### config.mk
export PLATFORM = sky130hd
export DESIGN_NAME = cache_back_end_native
export DESIGN_NICKNAME = d
export VERILOG_FILES = /design/src/rtl/cache_back_end_native.sv
export SDC_FILE = /design/constraint.sdc
export NUM_CORES = 1
export LEC_CHECK = 0
export CORE_MARGIN = 8
export CORE_UTILIZATION = 33
export CTS_BUF_LIST = sky130_fd_sc_hd__clkbuf_16
export CTS_CLUSTER_SIZE = 25
export DETAILED_ROUTE_END_ITERATION = 6
export GPL_TIMING_DRIVEN = 0
export PLACE_DENSITY_LB_ADDON = 0.12
export SLEW_MARGIN = 25
export SYNTH_ARGS = -nofsm -noshare
export SYNTH_HDL_FRONTEND = slang
export SYNTH_SLANG_ARGS = --single-unit
### constraint.sdc
create_clock -name clk -period 3.6 [get_ports clk]
set_clock_uncertainty 0.15 [all_clocks]
set_input_delay 0.36 -clock clk [delete_from_list [all_inputs] [get_ports clk]]
set_output_delay 0.36 -clock clk [all_outputs]
set_load 0.01 [all_outputs]
### src/rtl/cache_back_end_native.sv
// ---------------------------------------------------------------------------
// cache_back_end_native
//
// Memory-side initiator of the cache. It turns line-replacement requests
// and write-through buffer entries into native valid/ready memory
// transactions. A line fill is issued as 2^LINE_W sequential single-word
// reads. Each write-buffer entry is issued as one single-word write.
// Writes always take priority over fills.
//
// Optional feature macro: CACHE_BE_WRITE_BURST_EN
//   defined   : WRITE stays resident while buffer entries remain, so
//               consecutive writes go out back to back.
//   undefined : the FSM returns to IDLE after every completed write.
//
// Ports:
//   clk, reset           clock and synchronous active-high reset
//   replace_valid/addr   line fill request and line address from the cache
//   replace              high while a fill is in progress
//   read_valid/addr/data returned fill word, its index in the line, its data
//   write_valid/addr/    head entry of the write-through buffer
//   write_wdata/wstrb
//   write_ready          pop strobe for the write buffer
//   mem_*                native memory port (valid/ready, wstrb==0 is a read)
// ---------------------------------------------------------------------------
module cache_back_end_native #(
  parameter int ADDR_W = 32,
  parameter int DATA_W = 32,
  parameter int NBYTES = DATA_W / 8,
  parameter int BYTE_W = $clog2(NBYTES),
  parameter int LINE_W = 2
) (
  input  logic                             clk,
  input  logic                             reset,
  input  logic                             replace_valid,
  input  logic [ADDR_W-BYTE_W-LINE_W-1:0]  replace_addr,
  output logic                             replace,
  output logic                             read_valid,
  output logic [LINE_W-1:0]                read_addr,
  output logic [DATA_W-1:0]                read_data,
  input  logic                             write_valid,
  input  logic [ADDR_W-BYTE_W-1:0]         write_addr,
  input  logic [DATA_W-1:0]                write_wdata,
  input  logic [NBYTES-1:0]                write_wstrb,
  output logic                             write_ready,
  output logic                             mem_valid,
  output logic [ADDR_W-1:0]                mem_addr,
  output logic [DATA_W-1:0]                mem_wdata,
  output logic [NBYTES-1:0]                mem_wstrb,
  input  logic [DATA_W-1:0]                mem_rdata,
  input  logic                             mem_ready
);

  typedef enum logic [1:0] {
    S_IDLE  = 2'd0,
    S_WRITE = 2'd1,
    S_READ  = 2'd2
  } state_t;

  state_t                          state_q, state_d;
  logic [LINE_W-1:0]               count_q, count_d;
  logic [ADDR_W-BYTE_W-LINE_W-1:0] line_addr_q, line_addr_d;

  // State register: FSM state, word counter within the current fill and the
  // line address latched when the fill was accepted.
  always_ff @(posedge clk) begin
    if (reset) begin
      state_q     <= S_IDLE;
      count_q     <= '0;
      line_addr_q <= '0;
    end else begin
      state_q     <= state_d;
      count_q     <= count_d;
      line_addr_q <= line_addr_d;
    end
  end

  // Next-state and output logic. Every output defaults to zero so that IDLE
  // presents a quiet memory port and the reset values fall out naturally.
  always_comb begin
    state_d     = state_q;
    count_d     = count_q;
    line_addr_d = line_addr_q;
    replace     = 1'b0;
    read_valid  = 1'b0;
    read_addr   = '0;
    read_data   = '0;
    write_ready = 1'b0;
    mem_valid   = 1'b0;
    mem_addr    = '0;
    mem_wdata   = '0;
    mem_wstrb   = '0;

    case (state_q)
      S_IDLE: begin
        // Draining the write buffer first keeps a fill from reading stale
        // memory behind a pending write-through.
        if (write_valid) begin
          state_d = S_WRITE;
        end else if (replace_valid) begin
          state_d     = S_READ;
          line_addr_d = replace_addr;
          count_d     = '0;
        end
      end

      S_WRITE: begin
        // Request fields come straight from the buffer head, which the
        // buffer holds stable until it is popped.
        mem_addr  = {write_addr, {BYTE_W{1'b0}}};
        mem_wdata = write_wdata;
        mem_wstrb = write_wstrb;
`ifdef CACHE_BE_WRITE_BURST_EN
        mem_valid   = write_valid;
        write_ready = write_valid & mem_ready;
        if (!write_valid) begin
          state_d = S_IDLE;
        end
`else
        mem_valid   = 1'b1;
        write_ready = mem_ready;
        if (mem_ready) begin
          state_d = S_IDLE;
        end
`endif
      end

      S_READ: begin
        replace   = 1'b1;
        mem_valid = 1'b1;
        mem_addr  = {line_addr_q, count_q, {BYTE_W{1'b0}}};
        if (mem_ready) begin
          read_valid = 1'b1;
          read_addr  = count_q;
          read_data  = mem_rdata;
          // The counter wraps to zero on the last word, ready for the next fill.
          count_d    = count_q + 1'b1;
          if (count_q == {LINE_W{1'b1}}) begin
            state_d = S_IDLE;
          end
        end
      end

      default: begin
        state_d = S_IDLE;
      end
    endcase
  end

endmodule

==> results of run 1 <==
[power breakdown]
| group | internal [mW] | switching, mW | total [mW] |
|---|---|---|---|
| registers | 0.381 | 0.0150 | 0.396 |
| clock network | 0.321 | 0.147 | 0.468 |
| logic | 0.436 | 0.337 | 0.773 |
| total | 1.14 | 0.499 | 1.64 |
[metrics by stage]
stage	instances	hold WS, ns
floorplan	311	0.287
global placement	643	0.294
detailed placement	643	0.300
CTS	651	0.308
global route	651	0.332
finish	651	0.308
[cell usage in the layout, fill, tap and decap left out]
cell               n
ha_1               5
conb_1             2
a311oi_1           1
nand2b_1           5
a22oi_1           30
clkbuf_1          12
buf_12             2
and2_1            38
and3b_1            1
nor2b_1           31
or3b_1             1
dfxtp_1           32
o31ai_1            1
a21oi_2           21
mux2i_1            2
inv_1              2
nand3b_1           2
o21bai_4           1
or2b_1             1
a311o_1            1
buf_1              1
buf_2             13
buf_6              1
and3_1            34
clkdlybuf4s50_1  233
bufinv_16          1
a31oi_1            1
buf_4              4
a21oi_1            8
clkbuf_16          5
nand2_2           20
nand2_1           38
clkinv_1           2
[final timing paths]
path,slack (ns),to,depth (start not counted)
worst max-delay path,0.85,mem_addr[5],7
worst min-delay path,0.31,line_addr_q[25],2
worst max register to register,1.88,line_addr_q[10],6
worst min register to register,0.31,line_addr_q[25],2
[layout make-up]
class | instances | area [sq um]
clock inverter | 3 | 37.5
sequential | 32 | 641
timing repair buffer | 233 | 2330
inverter | 2 | 7.51
buffer | 33 | 195
clock buffer | 5 | 125
fill | 597 | 2140
multi-input combinational | 244 | 1570
tap | 99 | 124
[cells by family (layout without fill, tap and decap cells)]
kind of cell | after synthesis | after routing
flops | 32 | 32
fa+ha+maj | 5 | 5
other cells | 1 | 2
compound gates | 64 | 64
mux | 2 | 2
buf+inv | 35 | 276
simple gates | 171 | 171
[sequential cells by signal, summed over array words and instances, names as in the netlist]
name and flops:
count_q 2, line_addr_q 28, state_q 2
[tightest hold or removal path, stage by stage (launching register included)]
cell	delay, ns
dfxtp_1	0.31
nand2_1	0.05
a21oi_1	0.05
[per-layer routing]
metal | track usage | up-vias
li1 | - | 1528
met1 | 0.211 | 1371
met5 | 0 | -
met4 | 0.0401 | 0
met2 | 0.385 | 120
met3 | 0.0639 | 11
==> run_results.csv, run 1 <==
group,metric,value,unit
timing,fin_ws,0.846,ns
floorplanning,ioPinCount,237,
setup_path,critPathMaxStageDelay,0.58,ns
logic_synthesis,yosys.area_share.xor_xnor,0,
placed_design,dp_slack,1.00,ns
drt,wl_per_cell,17.3,um
setup_path,required,3.09,ns
timing,setup_tns,0,ns
placed_design,io_buffers,233,
global_routing,grt_max_degree,11,
global_routing,antenna_found_initial,0,
min_path,hold_class,"flop to flop",
logic_synthesis,synthFlopType,"dfxtp_1",
floorplanning,row_count,31,
drt,first_iter_violations,72,
global_routing,grt_util_all_layers,0.203,
drt,vias_per_cell,4.65,
timing,timing.final.crit_share,0.765,
run,cap_viol_max_count,0,
logic_synthesis,synth_common_cells,"38 x and2_1, 38 x nand2_1, 34 x and3_1, 32 x dfxtp_1, 31 x nor2b_1",
logic_synthesis,synth.top_cell.area_share,0.265,
placed_design,gp_congestion,0.941,
power,peakVddDrop,217,uV
logic_synthesis,synth-seq-area-share,0.265,
placed_design,dp_hpwl,9470,um
logic_synthesis,ys_async_sr_fraction,0,
power,p_leak,1.90,nW
timing,drv_slew,0,
setup_path,critPathKind,"flop to primary output",
cts,cts_root_buf,"clkbuf_16",
logic_synthesis,netlist_area,2410,sq um
drt,detail-route-antenna-nets,0,
setup_path,r2r_start,"state_q[1]",
cts,cts_hold_buf,0,
timing,rsz0062_at_grt,"no",
cts,cts_inserted_buffers,5,
logic_synthesis,ys_warn_count,0,
cts,path_clk_slew,0.05,ns
cts,clk_latency,0.27,ns
setup_path,critPathCaptureType,"primary output",
timing,post-route-min-period,2.75,ns
cts,cts_max_level,2,
setup_path,path_buf_inv,4,
setup_path,cp_top_family,"buffers and inverters",
logic_synthesis,synth_mux_area_frac,0.00829,
timing,setup_viol,0,
drt,drc,0,
placed_design,placed_area,4870,sq um
floorplanning,die_area,10300,sq um
setup_path,worst_path_most_repeated_cell,"buf_2",
cts,cts_resized,0,
logic_synthesis,synth_compound_gate_area_share,0.207,
drt,dr_wl_met3,921,um
cts,cts_tree,"built",
cts,postCtsSetupRepairBufs,0,
cells_and_area,utilization,0.702,
cts,clkSinkCount,32,
drt,route.top_layer_used,"met4",
timing,final-hold-violation-count,0,
logic_synthesis,synth_top_family_by_area,"simple AND/OR/NAND/NOR gates",
min_path,min_from,"line_addr_q[25]",
logic_synthesis,synth_area_leader_cell,"dfxtp_1",
logic_synthesis,synthCells,310,
drt,vias,3030,
timing,fmax,363,MHz
global_routing,grt_pass1_wl,16300,um
cells_and_area,area.growth.synth_to_final,109,%
drt,routed-wl-met2,5930,um
setup_path,critPathLaunch,"state_q[0]",
cells_and_area,final_area,5040,sq um
cells_and_area,drive_above_1_share,0.123,
global_routing,gr-total-overflow,0,
setup_path,cp_max_fo,10,
logic_synthesis,synth-edff-count,0,
logic_synthesis,synth-seq-cells,32,
power,power.density,325,nW/um^2
drt,wl_met1,4250,um
setup_path,worstPathArrival,2.24,ns
logic_synthesis,synth.distinct_cells,29,
logic_synthesis,synthTopCellsByArea,"dfxtp_1 27%, and2_1 9.8%, a22oi_1 9.3%",
power,power,1.64,mW
drt,first_pass_iters,5,
global_routing,grt_pass1_vias,2945,
floorplanning,start_util,0.336,
cells_and_area,n_antenna_cell,0,
cts,clockBufferDepth,2,
logic_synthesis,syn_avg_cell_area,7.79,sq um
drt,wl,11300,um
setup_path,start_kind,"flop",
cells_and_area,nNetsFinal,687,
logic_synthesis,yosys.area_share.simple,0.407,
floorplanning,die_y,102,um
floorplanning,die_w,102,um
outcome,status,"complete, no violations",
logic_synthesis,yosys.area_share.adder,0.0259,
setup_path,cp_cell_sequence,"inv_1 > ha_1 > buf_2 > buf_2 > a22oi_1 > nor2b_1 > clkdlybuf4s50_1",
setup_path,cp_slowest_cell,"clkdlybuf4s50_1",
floorplanning,core-area,7180,sq um
Note: power is estimated with default switching activity, not from simulation.
==> run 2, diff against run 1 <==
Settings changed: CORE_UTILIZATION 33 to 27.
Clock period 3.6 ns to 2.5 ns, I/O delays scaled along.
==> run_results.csv, run 2 (synthesis results as in run 1) <==
group,metric,value,unit
cts,clockBufferDepth,2,
power,power.density,453,nW/um^2
placed_design,dp_hpwl,9430,um
drt,route.top_layer_used,"met4",
drt,drc,0,
setup_path,critPathKind,"flop to primary output",
cells_and_area,nNetsFinal,687,
drt,vias_per_cell,4.64,
run,cap_viol_max_count,0,
cells_and_area,layout_commonest_cell,"clkdlybuf4s50_1",
cells_and_area,drive_above_1_share,0.147,
power,p_leak,2.15,nW
timing,timing.final.crit_share,0.972,
timing,holdWs,0.307,ns
drt,wl_per_cell,17.3,um
cells_and_area,reg_top3,"line_addr_q: 28 flops, count_q: 2 flops, state_q: 2 flops",
global_routing,grt_pass1_vias,3099,
setup_path,cp_cell_sequence,"inv_1 > ha_1 > clkbuf_4 > nor2b_1 > clkdlybuf4s50_1",
setup_path,critPathCaptureType,"primary output",
power,intPower,1.58,mW
global_routing,grt_util_all_layers,0.178,
cells_and_area,largest_reg_flops,28,
cells_and_area,final_area,5120,sq um
drt,wl,11400,um
cells_and_area,n_antenna_cell,0,
timing,relSlewSlack,0.649,
min_path,hold_class,"flop to flop",
timing,setup_viol,0,
cts,postCtsSetupRepairBufs,0,
setup_path,start_kind,"flop",
drt,wl_met1,4570,um
timing,final-hold-violation-count,0,
drt,first_iter_violations,180,
cts,cts_tree,"built",
outcome,status,"complete, no violations",
drt,routed-wl-met2,5860,um
floorplanning,row_count,34,
cells_and_area,largest_register,"line_addr_q",
cts,cts_max_level,2,
cells_and_area,multiInputGateArea,1590,sq um
timing,post-route-min-period,2.43,ns
floorplanning,ioPinCount,237,
setup_path,r2r_start,"state_q[1]",
cts,cts_root_buf,"clkbuf_16",
drt,first_pass_iters,4,
timing,fmax,412,MHz
setup_path,cp_slowest_cell,"clkdlybuf4s50_1",
setup_path,worstPathArrival,2.03,ns
drt,vias,3062,
cts,clk_latency,0.27,ns
cells_and_area,layout_common_cells,"219 x clkdlybuf4s50_1, 38 x and2_1, 38 x nand2_1",
global_routing,gr-total-overflow,0,
setup_path,critPathMaxStageDelay,0.56,ns
cts,cts_inserted_buffers,5,
power,pwr-share-seq,0.247,
timing,rsz0062_at_grt,"yes",
cells_and_area,nFillCells,806,
timing,setup_tns,0,ns
power,p_sw_frac,0.321,
global_routing,grt_pass1_wl,18100,um
placed_design,io_buffers,233,
power,clkPwrFrac,0.257,
timing,drv_slew,0,
floorplanning,core-area,8680,sq um
cells_and_area,seq_area,641,sq um
timing,tightest_slew,0.526,ns
global_routing,grt_max_degree,12,
min_path,min_from,"line_addr_q[1]",
drt,dr_wl_met3,849,um
floorplanning,die_area,12200,sq um
cells_and_area,utilization,0.590,
floorplanning,start_util,0.278,
cts,clkSinkCount,32,
power,power,2.32,mW
setup_path,required,2.10,ns
placed_design,gp_congestion,0.796,
cells_and_area,area.growth.synth_to_final,112,%
power,peakVddDrop,296,uV
setup_path,cp_max_fo,10,
global_routing,antenna_found_initial,0,
drt,detail-route-antenna-nets,0,
cts,path_clk_slew,0.06,ns
floorplanning,die_w,111,um
setup_path,critPathLaunch,"state_q[1]",
floorplanning,die_y,111,um
placed_design,placed_area,4880,sq um
power,p_switching,0.744,mW
power,comb_power_share,0.496,
==> run 2: cell count changes in the layout (fill, tap and decap cells not counted), sizes merged <==
cell	delta
clkinv	+1
bufinv	-1
dlygate4sd2	+2
dlymetal6s2s	+12
clkdlybuf4s50	-14
==> run 2: critical path: cells and delay by family, from the launching register on <==
family / cells / cell delay (ns)
buffers and inverters: 3 / 0.87
flip-flops: 1 / 0.40
adder cells (fa/ha/maj): 1 / 0.35
AND/OR/NAND/NOR: 1 / 0.13
==> run 2: through the flow <==
stage,instances,worst slack (ns)
after floorplan,311,0.799
after CTS,660,0.00981
after detailed placement,652,0.0986
after global routing,660,-0.0300
after global placement,652,0.123
final,660,0.0703
==> run 2: path summary, 6_finish.rpt <==
path / endpoint / slack [ns] / cells past startpoint
hold reg to reg: line_addr_q[1] / 0.31 / 2
setup / recovery: mem_addr[23] / 0.07 / 5
hold / removal: line_addr_q[1] / 0.31 / 2
setup reg to reg: line_addr_q[6] / 0.73 / 6
==> run 2: cell type report <==
class | count | share of cell area
flip-flops and latches | 32 | 0.125
plain buffers | 33 | 0.0477
inverters | 2 | 0.00147
clock buffers | 5 | 0.0244
well taps | 108 | 0.0264
repair buffers | 233 | 0.461
multi-input cells | 244 | 0.310
clock inverters | 3 | 0.00367
==> run 2: metal layers <==
layer | GRT usage | up-vias
met1 | 0.197 | 1395
met5 | 0 | -
met2 | 0.321 | 134
met4 | 0.0414 | 0
met3 | 0.0563 | 10
li1 | - | 1523
==> run 2: what timing repair did <==
action | in CTS | in global routing
hold buffers | 0 | 0
setup endpoints to repair | 94 | 89
gates resized for setup | 18 | 28
==> run 2: power groups by stage <==
stage / combinational, mW / sequential [mW] / clock, mW
4_1_cts: 1.16 / 0.570 / 0.614
2_1_floorplan: 0.538 / 0.574 / 0
5_1_grt: 1.25 / 0.577 / 0.634
6_report: 1.15 / 0.573 / 0.596
3_3_place_gp: 1.12 / 0.580 / 0
3_5_place_dp: 1.13 / 0.581 / 0
==> run 3, diff against run 2 <==
--- a/config.mk
+++ b/config.mk
@@ -7,2 +7,3 @@
 export LEC_CHECK = 0
+export CORE_ASPECT_RATIO = 2
 export CORE_MARGIN = 8
--- a/constraint.sdc
+++ b/constraint.sdc
@@ -4,2 +4,2 @@
 set_output_delay 0.25 -clock clk [all_outputs]
-set_load 0.01 [all_outputs]
+set_load 0.1 [all_outputs]
==> run_results.csv, run 3 (synthesis results as in run 1) <==
group,metric,value,unit
outcome,status,"complete, no violations",
cells_and_area,reg_top3,"line_addr_q: 28 flops, count_q: 2 flops, state_q: 2 flops",
global_routing,grt_max_degree,11,
power,pwr-share-seq,0.175,
setup_path,critPathKind,"flop to primary output",
cells_and_area,nNetsFinal,687,
cts,clockBufferDepth,2,
cts,clkSinkCount,32,
timing,final-hold-violation-count,0,
power,comb_power_share,0.651,
run,cap_viol_max_count,0,
cells_and_area,n_antenna_cell,0,
cts,cts_hold_buf,0,
power,clkPwrFrac,0.174,
cells_and_area,final_area,5030,sq um
timing,post-route-min-period,2.38,ns
setup_path,r2r_start,"state_q[1]",
setup_path,required,2.10,ns
placed_design,gp_congestion,0.744,
setup_path,cp_max_fo,10,
cells_and_area,drive_above_1_share,0.432,
floorplanning,row_count,49,
global_routing,gr-total-overflow,0,
placed_design,io_buffers,233,
timing,relSlewSlack,0.345,
setup_path,reg2reg_depth,6,
drt,vias,3001,
power,p_switching,1.68,mW
floorplanning,die_y,150,um
timing,timing.final.crit_share,0.950,
cts,clk_latency,0.28,ns
timing,rsz0062_at_grt,"yes",
setup_path,worst-r2r-setup-slack,0.77,ns
drt,wl,11000,um
setup_path,r2r-end,"line_addr_q[3]",
cts,cts_root_buf,"clkbuf_16",
setup_path,critPathCaptureType,"primary output",
global_routing,antenna_found_initial,0,
cts,cts_tree,"built",
cells_and_area,largest_register,"line_addr_q",
global_routing,grt_util_all_layers,0.167,
cells_and_area,area.growth.synth_to_final,108,%
floorplanning,die_area,12400,sq um
timing,setup_viol,0,
setup_path,critPathLaunch,"state_q[0]",
power,peakVddDrop,382,uV
drt,detail-route-antenna-nets,0,
timing,holdWs,0.307,ns
placed_design,dp_hpwl,9050,um
cells_and_area,utilization,0.570,
power,p_sw_frac,0.515,
setup_path,start_kind,"flop",
cts,path_clk_slew,0.05,ns
placed_design,placed_area,5150,sq um
setup_path,endpoint,"read_data[7]",
cells_and_area,layout_commonest_cell,"clkdlybuf4s50_1",
timing,drv_slew,0,
drt,first_pass_iters,4,
cells_and_area,layout_common_cells,"129 x clkdlybuf4s50_1, 68 x buf_4, 38 x and2_1, 38 x nand2_1, 35 x clkbuf_4",
power,power.density,648,nW/um^2
global_routing,grt_pass1_wl,17200,um
placed_design,dp_cells,646,
drt,drc,0,
drt,first_iter_violations,90,
drt,vias_per_cell,4.60,
floorplanning,start_util,0.273,
timing,fmax,421,MHz
setup_path,worstPathArrival,1.98,ns
power,intPower,1.58,mW
floorplanning,core-area,8830,sq um
floorplanning,die_w,82.9,um
cts,cts_inserted_buffers,5,
cells_and_area,fin_cells,653,
cts,postCtsSetupRepairBufs,0,
drt,wl_per_cell,16.9,um
cts,cts_max_level,2,
power,p_leak,2.15,nW
cells_and_area,largest_reg_flops,28,
global_routing,grt_pass1_vias,2947,
min_path,hold_class,"flop to flop",
timing,tightest_slew,0.982,ns
floorplanning,ioPinCount,237,
==> run 3: metrics by stage <==
stage	setup TNS (ns)	total power [mW]	setup WS, ns
global route	-0.0000784	3.39	-0.0000784
detailed placement	-46.47	2.77	-0.569
global placement	-46.94	2.76	-0.557
finish	0	3.26	0.124
floorplan	-3.50	2.17	-0.117
CTS	0	3.29	0.00293
==> run 3: power by group through the flow <==
stage / clock network [mW] / logic (mW) / registers, mW
after detailed placement: 0 / 2.19 / 0.580
after global placement: 0 / 2.18 / 0.580
after floorplan: 0 / 1.60 / 0.574
after CTS: 0.582 / 2.14 / 0.570
final: 0.566 / 2.12 / 0.570
after global routing: 0.597 / 2.22 / 0.574
==> run 3: worst max-delay path, cell delays in order (launching register included) <==
cell and delay [ns]:
dfxtp_1 0.31, inv_1 0.12, ha_2 0.20, buf_2 0.24, clkbuf_1 0.27, and3_2 0.23
clkbuf_4 0.32
==> run 3: cell type report <==
type                            count  area, sq um
Sequential cell                    32          641
Buffer                             33          208
Inverter                            2         7.51
Timing Repair Buffer              233         2070
Fill cell                         891         3800
Multi-Input combinational cell    244         1840
Clock inverter                      2         7.51
Clock buffer                        5          125
Tap cell                          102          128
==> run 3: routing by layer <==
| layer | vias up | part of all wire | track usage |
|---|---|---|---|
| met5 | - | 0 | 0 |
| li1 | 1523 | - | - |
| met1 | 1335 | 0.43 | 0.208 |
| met2 | 133 | 0.48 | 0.269 |
| met3 | 10 | 0.077 | 0.0561 |
| met4 | 0 | 0.012 | 0.0416 |
==> run 3: worst min path at each step <==
stage                                start              end  slack [ns]  cells after the start
after floorplan           replace_addr[10]  line_addr_q[10]        0.23                      2
after global routing       line_addr_q[25]  line_addr_q[25]        0.33                      2
after detailed placement   line_addr_q[25]  line_addr_q[25]        0.30                      2
after CTS                            reset       count_q[0]        0.30                      3
final                      line_addr_q[25]  line_addr_q[25]        0.31                      2
after global placement     line_addr_q[23]  line_addr_q[23]        0.30                      2
==> run 3: what timing repair did <==
item                                    in CTS  in global routing
endpoints found under the setup margin     103                 67
gates resized for setup                    570                 49
pin swaps                                    0                  0
